[config.mk]
export PLATFORM = sky130hd
export DESIGN_NAME = display_mux
export DESIGN_NICKNAME = d
export VERILOG_FILES = /design/src/rtl/display_mux.sv
export SDC_FILE = /design/constraint.sdc
export NUM_CORES = 1
export LEC_CHECK = 0
export CAP_MARGIN = 20
export CELL_PAD_IN_SITES_DETAIL_PLACEMENT = 0
export CELL_PAD_IN_SITES_GLOBAL_PLACEMENT = 1
export CORE_UTILIZATION = 49
export CTS_BUF_LIST = sky130_fd_sc_hd__clkbuf_16
export DETAILED_ROUTE_END_ITERATION = 16
export GPL_TIMING_DRIVEN = 1
export HOLD_SLACK_MARGIN = 0.05
export PLACE_DENSITY = 0.84
export SYNTH_ARGS = -nofsm -noshare
export SYNTH_HDL_FRONTEND = slang
export SYNTH_SLANG_ARGS = --single-unit
[constraint.sdc]
create_clock -name Clock -period 3.4 [get_ports Clock]
set_input_delay 0.34 -clock Clock [delete_from_list [all_inputs] [get_ports Clock]]
set_output_delay 0.34 -clock Clock [all_outputs]
set_load 0.1 [all_outputs]
[src/rtl/display_mux.sv]
// display_mux: multiplexed seven-segment scanner with shadow/active banks.
// Define DISPLAY_BLINK_EN to build the per-digit blink counter.
module display_mux #(
  parameter int DIGITS       = 4,
  parameter int SCAN_DIV     = 1000,
  parameter int BLINK_FRAMES = 64
) (
  input  logic                      Clock,
  input  logic                      ResetN,
  input  logic                      WrValid,
  output logic                      WrReady,
  input  logic [$clog2(DIGITS)-1:0] WrAddr,
  input  logic [3:0]                WrData,
  input  logic                      WrDp,
  input  logic                      WrBlank,
  input  logic                      WrBlink,
  input  logic                      Commit,
  output logic [6:0]                Seg,
  output logic                      Dp,
  output logic [DIGITS-1:0]         DigitEn,
  output logic                      FrameStart
);

  localparam int AW = $clog2(DIGITS);
  localparam int PW = $clog2(SCAN_DIV);
  localparam logic [PW-1:0] P_LAST = PW'(SCAN_DIV - 1);
  localparam logic [AW-1:0] D_LAST = AW'(DIGITS - 1);

  logic          run;
  logic          pending;
  logic [PW-1:0] presc;
  logic [AW-1:0] idx;
  logic          dark;
  logic          slot_end;
  logic          frame_end;
  logic          wr_hit;
  logic          cm_fire;
  logic          swap;
  logic          blink_off;

  logic [DIGITS-1:0][3:0] sh_val;
  logic [DIGITS-1:0][3:0] act_val;
  logic [DIGITS-1:0]      sh_dp;
  logic [DIGITS-1:0]      act_dp;
  logic [DIGITS-1:0]      sh_blank;
  logic [DIGITS-1:0]      act_blank;

  logic [6:0]        seg_d;
  logic              dp_d;
  logic              fs_d;
  logic [DIGITS-1:0] en_d;

  function automatic logic [6:0] hex7(input logic [3:0] v);
    unique case (v)
      4'h0: hex7 = 7'h3F;
      4'h1: hex7 = 7'h06;
      4'h2: hex7 = 7'h5B;
      4'h3: hex7 = 7'h4F;
      4'h4: hex7 = 7'h66;
      4'h5: hex7 = 7'h6D;
      4'h6: hex7 = 7'h7D;
      4'h7: hex7 = 7'h07;
      4'h8: hex7 = 7'h7F;
      4'h9: hex7 = 7'h6F;
      4'hA: hex7 = 7'h77;
      4'hB: hex7 = 7'h7C;
      4'hC: hex7 = 7'h39;
      4'hD: hex7 = 7'h5E;
      4'hE: hex7 = 7'h79;
      4'hF: hex7 = 7'h71;
    endcase
  endfunction

  assign WrReady   = !pending;
  assign wr_hit    = WrValid && !pending
                   && (int'(WrAddr) < DIGITS);
  assign cm_fire   = Commit && !pending;
  assign dark      = (presc == P_LAST);
  assign slot_end  = run && dark;
  assign frame_end = slot_end && (idx == D_LAST);
  assign swap      = frame_end && pending;

  // run holds the counters for one cycle after reset release
  always_ff @(posedge Clock) begin
    if (!ResetN) begin
      run   <= 1'b0;
      presc <= '0;
      idx   <= '0;
    end else begin
      run <= 1'b1;
      if (run) begin
        if (slot_end) begin
          presc <= '0;
          if (idx == D_LAST)
            idx <= '0;
          else
            idx <= idx + 1'b1;
        end else begin
          presc <= presc + 1'b1;
        end
      end
    end
  end

  always_ff @(posedge Clock) begin
    if (!ResetN) begin
      pending   <= 1'b0;
      sh_val    <= '0;
      sh_dp     <= '0;
      sh_blank  <= '1;
      act_val   <= '0;
      act_dp    <= '0;
      act_blank <= '1;
    end else begin
      if (wr_hit) begin
        sh_val[WrAddr]   <= WrData;
        sh_dp[WrAddr]    <= WrDp;
        sh_blank[WrAddr] <= WrBlank;
      end
      if (swap) begin
        act_val   <= sh_val;
        act_dp    <= sh_dp;
        act_blank <= sh_blank;
        pending   <= 1'b0;
      end else if (cm_fire) begin
        pending <= 1'b1;
      end
    end
  end

`ifdef DISPLAY_BLINK_EN
  localparam int BW = (BLINK_FRAMES > 1) ? $clog2(BLINK_FRAMES) : 1;
  localparam logic [BW-1:0] B_LAST = BW'(BLINK_FRAMES - 1);

  logic [BW-1:0]     bcnt;
  logic              bphase;
  logic [DIGITS-1:0] sh_blink;
  logic [DIGITS-1:0] act_blink;

  // bphase=0 is the on phase
  always_ff @(posedge Clock) begin
    if (!ResetN) begin
      bcnt      <= '0;
      bphase    <= 1'b0;
      sh_blink  <= '0;
      act_blink <= '0;
    end else begin
      if (wr_hit)
        sh_blink[WrAddr] <= WrBlink;
      if (swap)
        act_blink <= sh_blink;
      if (frame_end) begin
        if (bcnt == B_LAST) begin
          bcnt   <= '0;
          bphase <= !bphase;
        end else begin
          bcnt <= bcnt + 1'b1;
        end
      end
    end
  end

  assign blink_off = bphase && act_blink[idx];
`else
  logic unused_blink;
  assign unused_blink = WrBlink ^ (BLINK_FRAMES == 0);
  assign blink_off    = 1'b0;
`endif

  always_comb begin
    seg_d = '0;
    dp_d  = 1'b0;
    en_d  = '0;
    fs_d  = 1'b0;
    if (run && !dark) begin
      en_d = DIGITS'(1) << idx;
      fs_d = (idx == '0) && (presc == '0);
      if (!act_blank[idx] && !blink_off) begin
        seg_d = hex7(act_val[idx]);
        dp_d  = act_dp[idx];
      end
    end
  end

  always_ff @(posedge Clock) begin
    if (!ResetN) begin
      Seg        <= '0;
      Dp         <= 1'b0;
      DigitEn    <= '0;
      FrameStart <= 1'b0;
    end else begin
      Seg        <= seg_d;
      Dp         <= dp_d;
      DigitEn    <= en_d;
      FrameStart <= fs_d;
    end
  end

endmodule

==> Yosys cells after proc, flatten, opt, wreduce, memory -nomap -nowiden <==
Memory sizes are Yosys's and may differ from the RTL's. A register that Yosys moved wholly into a read port is not among the register bits.
Index checks and enable logic that the tools add are counted.
{ "totals": {"mem_count": 1, "out_inout_bits": 14, "mem_bits_ro": 112, "regBits": 68, "inputBits": 13} }
{ "op_classes": {"n_eq_ne": 2, "muxes": 16, "n_lt_le_gt_ge": 3, "n_addsub": 2, "n_reduce_logical": 16, "shift": 1, "bitwise_logic": 2} }
{ "memory_table": {"columns": ["name", "depth", "width", "read_ports", "rd_clocked_by_memory_dff", "wr", "line_no", "source"], "rows": [
  ["(no name shown)", 16, 7, 1, 1, 0, "54", "unique case (v)"]
]} }
{ "ops": {"columns": ["cell", "count"], "rows": [
  ["bitwise mux 16 bit", 1],
  ["adder 10 x 1 -> 10 bit, second input constant", 1],
  ["== test 10 bit, second input constant", 1],
  ["zero test 10 bit", 1],
  ["two-way mux 10 bit", 1],
  ["binary-select mux 4 bit (select 2 bit)", 1],
  ["bitwise mux 4 bit", 2],
  ["demux 4 bit (select 2 bit)", 1],
  ["logical AND 1 bit", 8],
  ["two-way mux 4 bit", 2],
  ["less-than comparator 2 x 3 -> 1 bit, second input constant", 2],
  ["binary-select mux 1 bit (select 2 bit)", 2],
  ["two-way mux 1 bit", 4],
  ["AND reduction 2 bit", 2],
  ["left shift 1 x 2 -> 4 bit, first input constant", 1],
  ["OR reduction 3 bit", 1],
  ["adder 2 x 1 -> 2 bit, second input constant", 1],
  ["demux 1 bit (select 2 bit)", 1],
  ["== test 2 bit, second input constant", 1],
  [">= comparator 2 x 1 -> 1 bit, second input constant", 1],
  ["zero test 1 bit", 2],
  ["zero test 2 bit", 1],
  ["two-way mux 2 bit", 1],
  ["NOT 1 bit", 2],
  ["OR reduction 2 bit", 1]
]} }

==> Logic depth before layout (Yosys ltp) <==
Gate-level depths: netlist of the first run.
{ "logic_depth": {"depth_word": 5, "mapped_depth": 7} }

==> Worst setup path after synthesis of the first run <==
Ideal clock, no wire load.
{ "synth_timing": {"path_type": "flip-flop to flip-flop", "start": "reg idx[0]", "end": "reg Seg[6]", "period_less_slack_ns": 1.882, "stages_incl_launch_ff": 7, "required_ns": 3.305, "arrival_ns": 1.787, "setup_slack_ns": 1.518, "setup_time_ns": 0.095, "path_cell_list": "dfxtp_1 > buf_6 > mux4_1 > ha_1 > nand2_1 > o21ai_0 > a221oi_1"} }
{ "synth_between": {"elab_chain_cells": 3, "word_cells_on_any_way": 5, "classes_between": "4 x mux; 1 x reduce/logical"} }
{ "synth_rtl": {"columns": ["item", "line_no", "source"], "rows": [
  ["start, declared", "32", "logic [AW-1:0] idx;"],
  ["start signal, assigned", "97", "idx <= idx + 1'b1;"],
  ["binary-select mux 1 bit (select 2 bit)", "178", "if (!act_blank[idx] && !blink_off) begin"],
  ["two-way mux 1 bit (implied by the code)", "178", null],
  ["OR reduction 3 bit (no line)", null, null],
  ["end, declared", "18", "output logic [6:0] Seg,"]
]} }
Several ways; a longest one is shown, not always the timed one. The select of a mux whose other input is x is not followed.
A chain may end at the register's enable or synchronous reset.

==> Final worst setup path of the first run <==
{ "layout_timing": {"start": "reg idx[0]", "end": "reg Seg[5]"} }
Same word-level chain as after synthesis.

==> metrics.txt, run 1 <==
final total negative setup slack 0 ns; setup slack at placement 1.11 ns; hpwl dp 3910 um; Combinational Power Share 4.8%; Reg2Reg Depth 5; final WL 5920 um; cts repair resizes 0; Hold Path Class reg -> reg; Slew HR 35.3%; most common cell in the netlist dfxtp_1; Clock Skews 0.00544 ns; min Tclk post-route 2.34 ns; port bufs 25; power share of the sequential group 46.9%; Die Ht 84.6 um; Hold Crit Depth 2; path type of the worst setup path reg -> reg; reg-to-reg startpoint idx[0]; # fillers 585; Synth Register Bits 75; Final Cycle Share 68.8%; Synth Warn # 0; outcome finished, violations left; vias 2285; CTS tree yes; Crit Path Max Fanout 12; internal power 1.50 mW; startpoint types flop; largest net degree at the start of global routing 77; total of max-cap violations 0; # rows 29; Post-DRT Antenna Nets 0; Worst R2R End Seg[5]; first-pass GRT wire length 10300 um; drt wl/cell 13.5 um; Clock transition at path regs 0.06 ns; initial antenna violation count 0; drt drc 2; flip-flop and latch area 1500 sq um; final worst slack 1.06 ns; CTS H-tree lvls 3; PwrDens 490 nW/um^2; nets 382; # hold bufs at CTS 0; die area 7150 sq um; RSZ-0062 raised after global routing false; most frequent cells after synthesis dfxtp_1 (75), nand2_1 (56), mux2i_1 (43), nor2b_1 (22), nor2_1 (15); CTS root buffer clkbuf_16; post-CTS setup buffer count 0; CP Data Arrival Time 2.56 ns; Hold WS 0.454 ns; layout cells sized above 1 9.64%; post-synthesis sequential area ratio 44.9%; synthesized cell area 3340 sq um; CORE AREA 6460 sq um; Clock Tree Buf Depth 2; Vias per Instance 5.19; Slew @ Worst Pin 0.968 ns; R2R setup slack 1.06 ns; gp weighted congestion 0.832; area of the multi-input gates 1700 sq um; clk sinks 75; Sw Ratio 22.3%; final cell count without fillers 440; Global Route Usage Sum 18.4%; Yosys top cell by area dfxtp_1; Hold Path End act_val[13]; dominant cells by area after synthesis dfxtp_1 (45%), mux2i_1 (13%), nand2_1 (6.3%), ha_1 (4.1%), nor2b_1 (4.1%); Final Setup Violations 0; number of synthesized flops with an enable pin 0; initial core utilization 51.7%; failing checks DRC; Worst-Skew Late Latency 0.33 ns; IO Pins 27; top cell type's share of synthesized area 44.9%; post-synthesis async set-or-reset flop share 0%; P_sw 429 uW; drt pass-1 iters 12; initial drt markers 66; DIE WIDTH 84.6 um; LEAKAGE 1.44 nW; Distinct cells, synth 42; critical path cell sequence mux4_1 -> ha_1 -> nand2_1 -> o21ai_0 -> a221oi_1; most used flip-flop cell after synthesis dfxtp_1; total gr overflow 0; synthesis-to-layout area growth 17.6%; number of global-route vias before repair 2129; total CTS buffers 9; Required @ worst endpoint 3.62 ns; Final Hold Fails 0; crit end category flop; antenna cells 0; Clock power frac 48.2%; worst hold start act_val[13]; Synth Instances 333; Peak VDD IR 0.358 mV; fmax 428 MHz; mean post-synth cell area 10.0 sq um; max incr delay on CP 0.76 ns; Cells after DPL 424; CP max-delay cell mux4_1; Mapped Nets 357; final slew viol count 0
power by group through the flow:
stage,clock network [mW],logic (mW),registers [mW]
after floorplan,0,0.0544,0.930
after global placement,0,0.0932,0.922
after detailed placement,0,0.0942,0.923
after CTS,0.946,0.0944,0.903
after global routing,0.990,0.103,0.905
final,0.929,0.0932,0.904
kinds of logic after synthesis:
group	after synthesis	synth area share, %
simple gates	126	18.9
flops	75	44.9
mux	50	18.1
buf+inv	30	4.27
compound gates	29	6.59
xor+xnor	12	3.15
fa+ha+maj	11	4.12
routing by layer:
metal  GRT usage [%]  vias to the layer above  part of all wire (%)  routed length [um]
met5               0                        -                     0                   0
met4            7.09                        0                   1.5                  91
met3            4.82                        9                   2.7                 160
met2            28.5                       31                    45                2650
met1            24.7                     1048                    51                3020
li1                -                     1197                     -                   -
how the worst max path moves through the flow:
stage,start,endpoint,depth (start not counted)
2_1_floorplan,idx[0],Seg[6],6
3_3_place_gp,idx[0],Seg[6],5
3_5_place_dp,idx[0],Seg[6],5
4_1_cts,idx[0],Seg[6],5
5_1_grt,presc[0],idx[0],5
6_report,idx[0],Seg[5],5
placed cells by master (no fill, tap or decap), drive strengths merged, types with 7 or more instances in the layout:
master and n:
clkbuf 9, ha 11, buf 7, nand2 56, nor2b 22, clkdlybuf4s50 24
inv 13, and3 7, mux4 7, mux2i 43, nor2 16, dfxtp 75
xnor2 7, o21ai 9
critical path, delay by kind of cell, from the launching register on:
family	cells	cell delay [ns]
AOI/OAI and AO/OA	2	0.39
adders and majority gates	1	0.29
DFF	1	0.69
muxes	1	0.76
and+or+nand+nor	1	0.10
sequential cells by signal, indices dropped and copies added (netlist names):
signal	flops
sh_blank	4
Dp	1
presc	10
Seg	7
act_dp	4
sh_dp	4
FrameStart	1
pending	1
run	1
sh_val	16
DigitEn	4
act_blank	4
act_val	16
idx	2
final cells by class:
type	count	share of cell area, %
inverters	13	1.24
well taps	77	2.45
clock inverters	7	1.75
flip-flops and latches	75	38.2
clock buffers	9	5.73
multi-input cells	228	43.2
repair buffers	31	7.39
metrics by stage:
step / util, % / cell area [sq um] / power, mW
final: 60.8 / 3930 / 1.93
after global routing: 60.8 / 3930 / 2.00
after CTS: 60.8 / 3930 / 1.94
after detailed placement: 56.3 / 3640 / 1.02
after global placement: 56.3 / 3640 / 1.02
after floorplan: - / 3340 / 0.984
Note: power is estimated with default switching activity, not from simulation.
==> inputs of run 2 (changes only) <==
- CORE_UTILIZATION: 49 -> 41
- PLACE_DENSITY: 0.84 -> 0.74
- clock period: 3.4 -> 2 ns (I/O delays scaled with it)
==> metrics.txt, run 2 (synthesis gave the netlist of run 1 again) <==
outcome finished clean; gp weighted congestion 0.787; drt wl/cell 12.7 um; reg-to-reg startpoint idx[0]; RSZ-0062 raised after global routing false; Combinational Power Share 5.0%; nets 397; drt drc 0; Crit Path Max Fanout 8; biggest regs act_val: 16 flops, sh_val: 16 flops, presc: 10 flops; Sw Ratio 20.0%; initial core utilization 42.8%; Final Hold Fails 0; Crit. Startpoint idx[0]; antenna cells 0; worst hold start ResetN; first-pass GRT wire length 10700 um; Clock power frac 51.2%; Hold WS 0.0933 ns; Final Setup Violations 0; Hold Path Class in -> reg; most frequent cells in the layout dfxtp_1 (74), nand2_1 (56), mux2i_1 (43), buf_4 (34), nor2b_1 (22); final total negative setup slack 0 ns; clk sinks 75; Vias per Instance 4.84; CORE AREA 7810 sq um; internal power 2.79 mW; met3 Use GR 3.98%; initial antenna violation count 0; Die Ht 92.3 um; DIE WIDTH 92.3 um; vias 2323; fmax 538 MHz; CP Data Arrival Time 2.12 ns; initial drt markers 124; met2 usage 24.7%; Post-DRT Antenna Nets 0; Final Cycle Share 93.0%; Slew @ Worst Pin 0.373 ns; power share of the sequential group 43.9%; # rows 32; CTS H-tree lvls 3; path type of the worst setup path reg -> reg; final WL 6100 um; LEAKAGE 1.55 nW; Clock Skews 0.00528 ns; min Tclk post-route 1.86 ns; number of global-route vias before repair 2191; synthesis-to-layout area growth 22.2%; IO Pins 27; layout cells sized above 1 17.2%; # hold bufs at CTS 0; CTS root buffer clkbuf_16; Slew HR 75.0%; Global Route Usage Sum 16.3%; P_sw 699 uW; most common cell after layout, fill and taps aside dfxtp_1; die area 8510 sq um; total gr overflow 0; grt met1 use 21.3%; Clock transition at path regs 0.06 ns; gr busiest metal met2; startpoint types flop; CTS tree yes; drt pass-1 iters 4; Peak VDD IR 0.468 mV; hpwl dp 4240 um; PwrDens 855 nW/um^2; total of max-cap violations 0; Worst-Skew Late Latency 0.32 ns; Clock Tree Buf Depth 2; final slew viol count 0; largest net degree at the start of global routing 40; crit end category flop; total CTS buffers 9; Required @ worst endpoint 2.26 ns; port bufs 25
-- run 2: per-stage QoR --
step	cells	setup WS (ns)	total power, mW	area, sq um	utilization (%)
floorplan	333	0.118	1.67	3340	-
global placement	462	0.0603	1.74	3740	47.9
detailed placement	462	-0.0225	1.74	3740	47.9
CTS	478	0.0190	3.54	4070	52.1
global route	480	0.0412	3.63	4080	52.3
finish	480	0.141	3.49	4080	52.3
-- run 2: final cells by class --
type                    count  area [sq um]
fillers                   725          3720
multi-input cells         228          1690
flip-flops and latches     75          1500
repair buffers             46           380
clock buffers               9           225
well taps                 102           128
clock inverters             7           106
inverters                  13          48.8
-- run 2: worst paths after layout --
kind          endpoint  slack (ns)  depth (start not counted)
max             Seg[1]        0.14                          5
min reg2reg  act_dp[1]        0.46                          2
max reg2reg     Seg[1]        0.14                          5
min                run        0.09                          1
-- run 2: repair_timing --
| action | in CTS | in global routing |
|---|---|---|
| setup endpoints to repair | 1 | 12 |
| pin swaps | 0 | 1 |
| endpoints found under the hold margin | 0 | 0 |
| gates resized for setup | 2 | 1 |
| setup buffers | 0 | 2 |
-- run 2: layer usage --
layer | part of all wire [%] | routed length (um) | up-vias
met5 | 0 | 0 | -
met4 | 1.5 | 91 | 0
met3 | 2.5 | 152 | 5
met2 | 44 | 2690 | 31
met1 | 52 | 3160 | 1062
li1 | - | - | 1225
-- run 2: power groups by stage --
stage	clock network (mW)	registers, mW	logic [mW]
2_1_floorplan	0	1.58	0.0924
3_3_place_gp	0	1.56	0.175
3_5_place_dp	0	1.56	0.176
4_1_cts	1.83	1.53	0.177
5_1_grt	1.90	1.53	0.193
6_report	1.79	1.53	0.174
-- run 2: worst max-delay path, cell delays in order, from the launching register on --
cell	delay, ns
dfxtp_2	0.40
buf_4	0.20
mux4_2	0.52
a311o_4	0.37
a31o_4	0.23
a21oi_2	0.08
==> inputs of run 3 (changes only) <==
==> constraint.sdc (replaced) <==
create_clock -name Clock -period 2 [get_ports Clock]
set_input_delay 0.4 -clock Clock [delete_from_list [all_inputs] [get_ports Clock]]
set_output_delay 0.4 -clock Clock [all_outputs]
set_load 0.1 [all_outputs]
==> metrics.txt, run 3 (synthesis gave the netlist of run 1 again) <==
Hold WS 0.457 ns; area of the multi-input gates 1690 sq um; Clock Tree Buf Depth 2; reg-to-reg startpoint idx[0]; CTS H-tree lvls 3; layout cells sized above 1 16.1%; Required @ worst endpoint 2.22 ns; first-pass GRT wire length 10500 um; total power 3.12 mW; vias 2320; Hold Path Class reg -> reg; outcome finished clean; nets 392; Final Cycle Share 93.1%; CP Data Arrival Time 2.09 ns; drt drc 0; DIE WIDTH 92.3 um; WP buf/inv 0; Post-DRT Antenna Nets 0; critical path cell sequence mux4_2 -> ha_1 -> nand2_1 -> o21ai_0 -> a221oi_1; drt pass-1 iters 4; initial drt markers 102; CORE AREA 7810 sq um; RSZ-0062 raised after global routing false; max incr delay on CP 0.58 ns; hpwl dp 4250 um; total CTS buffers 9; initial core utilization 42.8%; Final Hold Fails 0; most frequent cells in the layout dfxtp_1 (74), nand2_1 (56), mux2i_1 (43), buf_4 (28), nor2b_1 (22); min Tclk post-route 1.86 ns; # fillers 728; LEAKAGE 1.50 nW; Crit. Startpoint idx[0]; final slew viol count 0; CTS root buffer clkbuf_16; flip-flop and latch area 1500 sq um; IO Pins 27; total of max-cap violations 0; drt wl/cell 12.9 um; die area 8510 sq um; # hold bufs at CTS 0; most common cell after layout, fill and taps aside dfxtp_1; biggest regs act_val: 16 flops, sh_val: 16 flops, presc: 10 flops; Slew @ Worst Pin 0.401 ns; worst hold start act_val[13]; synthesis-to-layout area growth 19.3%; largest net degree at the start of global routing 77; port bufs 25; Global Route Usage Sum 15.9%; Cells after DPL 458; total gr overflow 0; Worst-Skew Late Latency 0.33 ns; Clock transition at path regs 0.06 ns; Peak VDD IR 0.415 mV; CTS tree yes; clk sinks 75; Slew HR 73.1%; final WL 6120 um; path type of the worst setup path reg -> reg; number of global-route vias before repair 2183; Crit Path Max Fanout 5; initial antenna violation count 0; startpoint types flop; CP max-delay cell mux4_2; # rows 32; Die Ht 92.3 um; crit end category flop; fmax 537 MHz; antenna cells 0; final core utilization 51.1%; gp weighted congestion 0.808; Final Setup Violations 0; CP delay by family, top multiplexers; Vias per Instance 4.88; Clock Skews 0.00386 ns; final cell count without fillers 475; PwrDens 783 nW/um^2
[run 3: metrics by stage]
| step | setup TNS (ns) | instance area, sq um | worst slack [ns] |
|---|---|---|---|
| global route | 0 | 3990 | 0.00345 |
| detailed placement | -0.0334 | 3720 | -0.0334 |
| finish | 0 | 3990 | 0.138 |
| CTS | 0 | 3980 | 0.0158 |
| global placement | 0 | 3720 | 0.0377 |
| floorplan | 0 | 3340 | 0.118 |
[run 3: final cells by class]
cell class	instances	share of cell area, %
clock inverters	7	0.879
well taps	102	3.20
multi-input cells	228	42.4
flip-flops and latches	75	37.7
clock buffers	9	5.65
repair buffers	41	8.91
inverters	13	1.22
[run 3: worst paths after layout]
| path | slack (ns) | depth (start not counted) | endpoint |
|---|---|---|---|
| worst max-delay path | 0.14 | 5 | Seg[6] |
| worst min-delay path | 0.46 | 2 | act_val[13] |
| worst max register to register | 0.14 | 5 | Seg[6] |
| worst min register to register | 0.46 | 2 | act_val[13] |
[run 3: tightest hold or removal path: stages (launching register included)]
cell,delay (ns)
dfxtp_1,0.31
nand2_1,0.05
mux2i_1,0.05
[run 3: what timing repair did]
| action | in CTS | in global routing |
|---|---|---|
| resized for setup | 2 | 1 |
| buffers inserted | 0 | 1 |
| cloned | 0 | 0 |
| endpoints found under the setup margin | 2 | 6 |
[run 3: routing by layer]
metal	global-route usage (%)	up-vias	part of all wire [%]
met5	0	-	0
met1	20.1	1057	53
met3	3.73	9	2.5
li1	-	1218	-
met2	25.2	36	43
met4	7.81	0	1.7
[run 3: report_power, final]
group	switching (mW)	internal, mW	leakage [nW]
registers	0.0145	1.52	0.608
clock network	0.592	0.821	0.131
logic	0.102	0.0761	0.764
